===== config.mk =====
export PLATFORM = sky130hd
export DESIGN_NAME = sseg_scan_capture
export DESIGN_NICKNAME = d
export VERILOG_FILES = /design/src/rtl/sseg_pkg.sv /design/src/rtl/sseg_pattern_decode.sv /design/src/rtl/sseg_scan_capture.sv
export SDC_FILE = /design/constraint.sdc
export NUM_CORES = 1
export LEC_CHECK = 0
export BUFFER_PORTS_ARGS = -buffer_cell sky130_fd_sc_hd__buf_4
export CAP_MARGIN = 10
export CORE_MARGIN = 1.5
export CORE_UTILIZATION = 55
export CTS_CLUSTER_DIAMETER = 50
export DETAILED_ROUTE_END_ITERATION = 8
export GPL_ROUTABILITY_DRIVEN = 0
export PLACE_DENSITY = 0.75
export SYNTH_ARGS = -nofsm -noshare
export SYNTH_HDL_FRONTEND = slang
export SYNTH_HIERARCHICAL = 1
export SYNTH_SLANG_ARGS = --single-unit

===== constraint.sdc =====
create_clock -name clk -period 5.75 [get_ports clk]
set_clock_uncertainty 0.1 [all_clocks]
set_input_delay 0.2875 -clock clk [delete_from_list [all_inputs] [get_ports clk]]
set_output_delay 0.2875 -clock clk [all_outputs]
set_load 0.03 [all_outputs]

===== src/rtl/sseg_pkg.sv =====
// Shared segment/code tables and scan FSM encoding
// for the 4-digit display capture path.
package sseg_pkg;

  localparam logic [6:0] SEG_0     = 7'h40;
  localparam logic [6:0] SEG_1     = 7'h79;
  localparam logic [6:0] SEG_2     = 7'h24;
  localparam logic [6:0] SEG_3     = 7'h30;
  localparam logic [6:0] SEG_4     = 7'h19;
  localparam logic [6:0] SEG_5     = 7'h12;
  localparam logic [6:0] SEG_6     = 7'h02;
  localparam logic [6:0] SEG_7     = 7'h78;
  localparam logic [6:0] SEG_8     = 7'h00;
  localparam logic [6:0] SEG_9     = 7'h10;
  localparam logic [6:0] SEG_MINUS = 7'h3F;
  localparam logic [6:0] SEG_BLANK = 7'h7F;

  localparam logic [3:0] CODE_MINUS = 4'hA;
  localparam logic [3:0] CODE_ERR   = 4'hE;
  localparam logic [3:0] CODE_BLANK = 4'hF;

  typedef enum logic [1:0] {
    ST_WAIT,
    ST_SETTLE,
    ST_HOLD
  } scan_state_t;

endpackage


===== src/rtl/sseg_pattern_decode.sv =====
// Active-low 7-segment pattern back to digit code,
// sharing the encoder's table.
module sseg_pattern_decode
  import sseg_pkg::*;
(
  input  logic [6:0] seg,
  output logic [3:0] code
);

  // Table lookup; unknown patterns map to the error code
  always_comb begin
    code = CODE_ERR;
    unique case (1'b1)
      (seg == SEG_0):     code = 4'h0;
      (seg == SEG_1):     code = 4'h1;
      (seg == SEG_2):     code = 4'h2;
      (seg == SEG_3):     code = 4'h3;
      (seg == SEG_4):     code = 4'h4;
      (seg == SEG_5):     code = 4'h5;
      (seg == SEG_6):     code = 4'h6;
      (seg == SEG_7):     code = 4'h7;
      (seg == SEG_8):     code = 4'h8;
      (seg == SEG_9):     code = 4'h9;
      (seg == SEG_MINUS): code = CODE_MINUS;
      (seg == SEG_BLANK): code = CODE_BLANK;
      default:            code = CODE_ERR;
    endcase
  end

endmodule


===== src/rtl/sseg_scan_capture.sv =====
// Watches the multiplexed SSeg/an bus and rebuilds
// the displayed 4-digit frame and its signed value.
module sseg_scan_capture
  import sseg_pkg::*;
#(
  parameter int SETTLE_CYC  = 4,
  parameter int TIMEOUT_CYC = 65536
) (
  input  logic        clk,
  input  logic        rst,
  input  logic [6:0]  SSeg,
  input  logic [3:0]  an,
  output logic [15:0] digits,
  output logic [8:0]  value,
  output logic        frame_valid,
  output logic        frame_err,
  output logic        stale
);

  localparam int SW = $clog2(SETTLE_CYC) + 1;
  localparam int TW = $clog2(TIMEOUT_CYC) + 1;

  scan_state_t state, state_nxt;
  logic [3:0]    cur_an, cur_an_nxt;
  logic [SW-1:0] settle_cnt, settle_nxt;
  logic [TW-1:0] timeout_cnt;
  logic [3:0]    mask;
  logic [15:0]   slots;
  logic [3:0]    code;
  logic          capture, mask_clr, done;
  logic          an_onehot, an_blank, an_glitch;
  logic [3:0]    d3, d2, d1, d0;
  logic [3:0]    n2, n1, n0;
  logic [9:0]    mag;
  logic          neg, err;
  logic [8:0]    val;

  sseg_pattern_decode u_dec (
    .seg  (SSeg),
    .code (code)
  );

  assign an_onehot = $onehot(~an);
  assign an_blank  = (an == 4'hF);
  assign an_glitch = !an_onehot && !an_blank;
  assign done      = (mask == 4'hF);

  // Scan state register
  always_ff @(posedge clk or posedge rst) begin
    if (rst) begin
      state      <= ST_WAIT;
      cur_an     <= 4'hF;
      settle_cnt <= '0;
    end else begin
      state      <= state_nxt;
      cur_an     <= cur_an_nxt;
      settle_cnt <= settle_nxt;
    end
  end

  // Next state: settle on a stable digit select, sample once
  always_comb begin
    state_nxt  = state;
    cur_an_nxt = cur_an;
    settle_nxt = settle_cnt;
    capture    = 1'b0;
    mask_clr   = 1'b0;
    if (an_glitch) begin
      state_nxt = ST_WAIT;
      mask_clr  = 1'b1;
    end else begin
      case (state)
        ST_WAIT: begin
          if (an_onehot) begin
            state_nxt  = ST_SETTLE;
            cur_an_nxt = an;
            settle_nxt = '0;
          end
        end
        ST_SETTLE: begin
          if (an_blank) begin
            state_nxt = ST_WAIT;
          end else if (an != cur_an) begin
            cur_an_nxt = an;
            settle_nxt = '0;
          end else if (settle_cnt == SW'(SETTLE_CYC - 2)) begin
            capture   = 1'b1;
            state_nxt = ST_HOLD;
          end else begin
            settle_nxt = settle_cnt + SW'(1);
          end
        end
        ST_HOLD: begin
          if (an != cur_an) begin
            if (an_onehot) begin
              state_nxt  = ST_SETTLE;
              cur_an_nxt = an;
              settle_nxt = '0;
            end else begin
              state_nxt = ST_WAIT;
            end
          end
        end
        default: state_nxt = ST_WAIT;
      endcase
    end
  end

  // Digit slots and seen-mask; completion restarts the mask
  always_ff @(posedge clk or posedge rst) begin
    if (rst) begin
      mask  <= '0;
      slots <= 16'hFFFF;
    end else begin
      if (mask_clr || done) mask <= '0;
      if (capture) begin
        mask <= (done ? 4'h0 : mask) | ~cur_an;
        for (int k = 0; k < 4; k++)
          if (!cur_an[k]) slots[k*4 +: 4] <= code;
      end
    end
  end

  // Frame value and validity from the captured codes
  always_comb begin
    d3  = slots[15:12];
    d2  = slots[11:8];
    d1  = slots[7:4];
    d0  = slots[3:0];
    n2  = (d2 == CODE_BLANK) ? 4'h0 : d2;
    n1  = (d1 == CODE_BLANK) ? 4'h0 : d1;
    n0  = (d0 == CODE_BLANK) ? 4'h0 : d0;
    mag = 10'(n2) * 10'd100 + 10'(n1) * 10'd10 + 10'(n0);
    neg = (d3 == CODE_MINUS);
    err = 1'b0;
    if (d3 == CODE_ERR || d2 == CODE_ERR ||
        d1 == CODE_ERR || d0 == CODE_ERR) err = 1'b1;
    if (d3 != CODE_MINUS && d3 != CODE_BLANK) err = 1'b1;
    if (d2 == CODE_MINUS || d1 == CODE_MINUS ||
        d0 == CODE_MINUS) err = 1'b1;
    if ((d2 != CODE_BLANK && d1 == CODE_BLANK) ||
        (d1 != CODE_BLANK && d0 == CODE_BLANK)) err = 1'b1;
    if (neg ? (mag > 10'd256) : (mag > 10'd255)) err = 1'b1;
    val = '0;
    if (!err) val = neg ? (~mag[8:0] + 9'd1) : mag[8:0];
  end

  // Registered frame outputs and staleness watchdog
  always_ff @(posedge clk or posedge rst) begin
    if (rst) begin
      digits      <= 16'hFFFF;
      value       <= '0;
      frame_valid <= 1'b0;
      frame_err   <= 1'b0;
      stale       <= 1'b0;
      timeout_cnt <= '0;
    end else begin
      frame_valid <= done;
      if (done) begin
        digits      <= slots;
        value       <= val;
        frame_err   <= err;
        stale       <= 1'b0;
        timeout_cnt <= '0;
      end else if (!stale) begin
        if (timeout_cnt == TW'(TIMEOUT_CYC - 1))
          stale <= 1'b1;
        else
          timeout_cnt <= timeout_cnt + TW'(1);
      end
    end
  end

endmodule

==> metrics.txt <==
# TYPE chip_impl_metric gauge
chip_impl_metric{name="net_count_after_synthesis",unit=""} 527
chip_impl_metric{name="die_height",unit="µm"} 95.3
chip_impl_metric{name="die_area",unit="µm²"} 9080
chip_impl_metric{name="totalWireLength",unit="µm"} 9320
chip_impl_metric{name="tritoncts.num_buffers",unit=""} 9
chip_impl_metric{name="slew-limit-headroom",unit="%"} 37.0
chip_impl_metric{name="cts_setup_buffers",unit=""} 0
chip_impl_metric{name="power.leakage",unit="nW"} 2.53
chip_impl_metric{name="cts.path.max_buffers",unit=""} 2
chip_impl_metric{name="drv.max_cap_violation_count",unit=""} 0
chip_impl_info{name="rsz0062_at_grt",value="no"} 1
chip_impl_metric{name="die_width",unit="µm"} 95.3
chip_impl_info{name="hp-class",value="in -> async"} 1
chip_impl_metric{name="report.final.slew_viol_count",unit=""} 0
chip_impl_metric{name="io_buffers",unit=""} 40
chip_impl_metric{name="routed-via-count",unit=""} 3582
chip_impl_metric{name="num_rows",unit=""} 33
chip_impl_metric{name="holdBufCountCts",unit=""} 0
chip_impl_metric{name="detail_route.first_pass.iterations",unit=""} 5
chip_impl_metric{name="multi_input_area",unit="µm²"} 2620
chip_impl_info{name="run_status",value="finished clean"} 1
chip_impl_metric{name="grt_remaining_overflow",unit=""} 0
chip_impl_metric{name="synth_area_per_cell",unit="µm²"} 9.82
chip_impl_metric{name="syn2layout_area_growth",unit="%"} 12.5
chip_impl_metric{name="cts.htree.levels",unit=""} 3
chip_impl_metric{name="tritoncts_num_sinks",unit=""} 74
chip_impl_info{name="critPathKind",value="reg -> reg"} 1
chip_impl_metric{name="synth_edf_count",unit=""} 0
chip_impl_info{name="end_kind",value="register"} 1
chip_impl_metric{name="final-hold-violation-count",unit=""} 0
chip_impl_metric{name="drive_above_1_share",unit="%"} 27.2
chip_impl_metric{name="grt_antenna_before_repair",unit=""} 0
chip_impl_info{name="cp-start-kind",value="register"} 1
chip_impl_metric{name="routed_wire_length_per_instance",unit="µm"} 14.9
chip_impl_metric{name="power.density",unit="nW/µm²"} 207
chip_impl_metric{name="dp_hpwl",unit="µm"} 6900
chip_impl_metric{name="timing.critical_path.fanout_max",unit=""} 13
chip_impl_metric{name="worst_case_register_to_register_setup_slack",unit="ns"} 1.49
chip_impl_metric{name="netlist_area",unit="µm²"} 4680
chip_impl_info{name="clock-root-buffer",value="sky130_fd_sc_hd__clkbuf_8"} 1
chip_impl_info{name="worstReg2RegEnd",value="value[7]"} 1
chip_impl_metric{name="avgViaCountPerCell",unit=""} 5.74
chip_impl_metric{name="synth.distinct_cells",unit=""} 75
chip_impl_metric{name="layout_min_cycle_time",unit="ns"} 4.26
chip_impl_metric{name="ant_nets",unit=""} 0
chip_impl_metric{name="number_of_antenna_cells_inserted",unit=""} 0
chip_impl_metric{name="core",unit="µm²"} 8220
chip_impl_metric{name="grt_first_pass_wirelength",unit="µm"} 15500
chip_impl_metric{name="vias_in_the_first_global_route",unit=""} 3375
chip_impl_metric{name="cts_resized",unit=""} 0
chip_impl_metric{name="ys_seq_elements",unit=""} 74
chip_impl_metric{name="finalSetupViolCount",unit=""} 0
chip_impl_metric{name="drc",unit=""} 0
chip_impl_info{name="regToRegStartpoint",value="slots[6]"} 1
chip_impl_metric{name="synth.yosys.seq_area_share",unit="%"} 40.5
chip_impl_metric{name="synth-async-reset-ratio",unit="%"} 100
chip_impl_metric{name="timing.critical_path.arrival",unit="ns"} 4.41
chip_impl_info{name="tritoncts",value="done"} 1
chip_impl_info{name="yosys_most_used_dff",value="sky130_fd_sc_hd__dfrtp_1"} 1
chip_impl_metric{name="register_area",unit="µm²"} 1900
chip_impl_metric{name="total_chip_power",unit="W"} 0.00109
chip_impl_metric{name="worst-slew-pin-transition",unit="ns"} 0.944
chip_impl_metric{name="max_freq",unit="MHz"} 235
chip_impl_metric{name="post-route-period-util",unit="%"} 74.0
chip_impl_metric{name="vdd_drop_max",unit="mV"} 0.152
chip_impl_metric{name="grt_max_degree",unit=""} 75
chip_impl_metric{name="num-nets-final",unit=""} 564
chip_impl_metric{name="cp_data_required_time",unit="ns"} 5.90
chip_impl_metric{name="netlist_instances",unit=""} 477
chip_impl_metric{name="detail_route.iter0.violations",unit=""} 213
chip_impl_metric{name="gr-usage-all-layers",unit="%"} 22.0
chip_impl_metric{name="floorplan.initialDensity",unit="%"} 57.0
chip_impl_metric{name="yosysWarnings",unit=""} 6
chip_impl_metric{name="setup_total_negative_slack",unit="ns"} 0
chip_impl_metric{name="cts.reportedPaths.clkPinSlew",unit="ns"} 0.08
chip_impl_metric{name="final.fill_count",unit=""} 668
chip_impl_metric{name="design.portCount",unit=""} 41
chip_impl_metric{name="worst_case_reg_to_reg_path_depth",unit=""} 17
chip_impl_metric{name="clkLatencyLatePin",unit="ns"} 0.35
==> cell usage in the layout (no fill, tap or decap), drive strengths merged, types with 4 or more instances in the layout <==
cell | Yosys | final
a211oi | 4 | 4
a21o | 6 | 6
a21oi | 14 | 14
a31oi | 4 | 4
and3 | 4 | 4
buf | 5 | 42
clkbuf | 11 | 12
dfrtp | 38 | 38
dfstp | 36 | 36
fa | 5 | 5
ha | 32 | 32
inv | 27 | 28
mux2 | 23 | 23
nand2 | 67 | 67
nand3 | 18 | 18
nand4 | 7 | 7
nor2 | 41 | 41
nor2b | 4 | 4
nor3 | 7 | 7
nor4 | 5 | 5
o21ai | 18 | 18
o31ai | 9 | 9
or3 | 7 | 7
xnor2 | 16 | 16
xor2 | 14 | 14
==> worst max path at each step <==
stage	start	endpoint	slack [ns]
2_1_floorplan	slots[5]	value[7]	1.70
3_3_place_gp	slots[6]	value[7]	1.70
3_5_place_dp	slots[5]	value[7]	1.53
4_1_cts	slots[5]	value[7]	1.52
5_1_grt	slots[6]	value[7]	1.26
6_report	slots[6]	value[7]	1.49
==> logic make-up (layout without fill, tap and decap cells) <==
group	Yosys count	in the layout	synth area share, %
AND/OR/NAND/NOR	179	179	19.4
AO/OA/AOI/OAI	89	89	14.3
flip-flops	74	74	40.5
buffers and inverters	43	85	3.58
adder cells (fa/ha/maj)	37	37	10.7
XOR/XNOR	30	30	5.61
multiplexers	25	25	5.96
==> state kept, by name, indices dropped and copies added (netlist names) <==
| register | cells |
|---|---|
| cur_an | 4 |
| digits | 16 |
| frame_err | 1 |
| frame_valid | 1 |
| mask | 4 |
| settle_cnt | 3 |
| slots | 16 |
| stale | 1 |
| state | 2 |
| timeout_cnt | 17 |
| value | 9 |
==> cell usage after synthesis (4+ instances only) <==
library cell,number,area share (%)
sky130_fd_sc_hd__a21o_1,6,0.96
sky130_fd_sc_hd__a21oi_1,14,1.5
sky130_fd_sc_hd__a31oi_1,4,0.53
sky130_fd_sc_hd__and3_1,4,0.53
sky130_fd_sc_hd__clkbuf_1,11,0.88
sky130_fd_sc_hd__dfrtp_1,38,20
sky130_fd_sc_hd__dfstp_2,36,20
sky130_fd_sc_hd__fa_1,5,2.1
sky130_fd_sc_hd__ha_1,32,8.5
sky130_fd_sc_hd__inv_1,27,2.2
sky130_fd_sc_hd__mux2_2,23,5.5
sky130_fd_sc_hd__nand2_1,67,5.4
sky130_fd_sc_hd__nand3_1,18,1.9
sky130_fd_sc_hd__nand4_1,7,0.93
sky130_fd_sc_hd__nor2_1,37,3.0
sky130_fd_sc_hd__nor2b_1,4,0.53
sky130_fd_sc_hd__nor3_1,6,0.64
sky130_fd_sc_hd__nor4_1,5,0.67
sky130_fd_sc_hd__o21ai_0,16,1.7
sky130_fd_sc_hd__o31ai_1,9,1.4
sky130_fd_sc_hd__or3_1,6,0.80
sky130_fd_sc_hd__xnor2_1,16,3.0
sky130_fd_sc_hd__xor2_1,14,2.6
==> report_power, final <==
part | internal, W | leakage (nW) | switching (W)
Sequential | 0.000547 | 0.888 | 0.0000238
Clock | 0.000225 | 0.107 | 0.000194
Combinational | 0.0000455 | 1.54 | 0.0000570
==> stage by stage <==
step | cells | util (%) | hold slack [ns] | cell area [µm²] | worst slack [ns]
2_1_floorplan | 477 | - | 0.340 | 4680 | 1.70
3_3_place_gp | 608 | 61.6 | 0.351 | 5060 | 1.70
3_5_place_dp | 608 | 61.6 | 0.351 | 5060 | 1.53
4_1_cts | 624 | 64.1 | 0.106 | 5270 | 1.52
5_1_grt | 624 | 64.1 | 0.106 | 5270 | 1.26
6_report | 624 | 64.1 | 0.0948 | 5270 | 1.49
==> worst max-delay path: stages (launching register included) <==
cell and delay [ns]:
sky130_fd_sc_hd__dfstp_2 0.67, sky130_fd_sc_hd__nand3_1 0.12, sky130_fd_sc_hd__nand2_1 0.13, sky130_fd_sc_hd__inv_1 0.06
sky130_fd_sc_hd__ha_1 0.29, sky130_fd_sc_hd__ha_1 0.23, sky130_fd_sc_hd__ha_1 0.21, sky130_fd_sc_hd__nand2b_1 0.16
sky130_fd_sc_hd__a21oi_1 0.12, sky130_fd_sc_hd__a21oi_1 0.05, sky130_fd_sc_hd__o21ai_0 0.07, sky130_fd_sc_hd__ha_1 0.26
sky130_fd_sc_hd__ha_1 0.41, sky130_fd_sc_hd__nor3b_1 0.09, sky130_fd_sc_hd__a311oi_2 0.27, sky130_fd_sc_hd__o211ai_2 0.18
sky130_fd_sc_hd__o31a_4 0.43, sky130_fd_sc_hd__o41ai_2 0.33
==> final cells by class <==
| class | count | area share (%) |
|---|---|---|
| well taps | 105 | 2.49 |
| clock buffers | 12 | 2.94 |
| multi-input cells | 360 | 49.7 |
| repair buffers | 42 | 5.98 |
| clock inverters | 4 | 0.950 |
| inverters | 27 | 1.92 |
| flip-flops and latches | 74 | 36.0 |
==> metal layers <==
metal  GRT usage, %  vias up  share of wire, %  routed length [µm]
li1               -     1761                 -                   -
met1           28.5     1727                46                4260
met2           36.3       78                49                4540
met3           4.55       16               3.7                 345
met4           7.96        0               1.9                 174
met5              0        -                 0                   0
(Power assumes the default switching activity.)
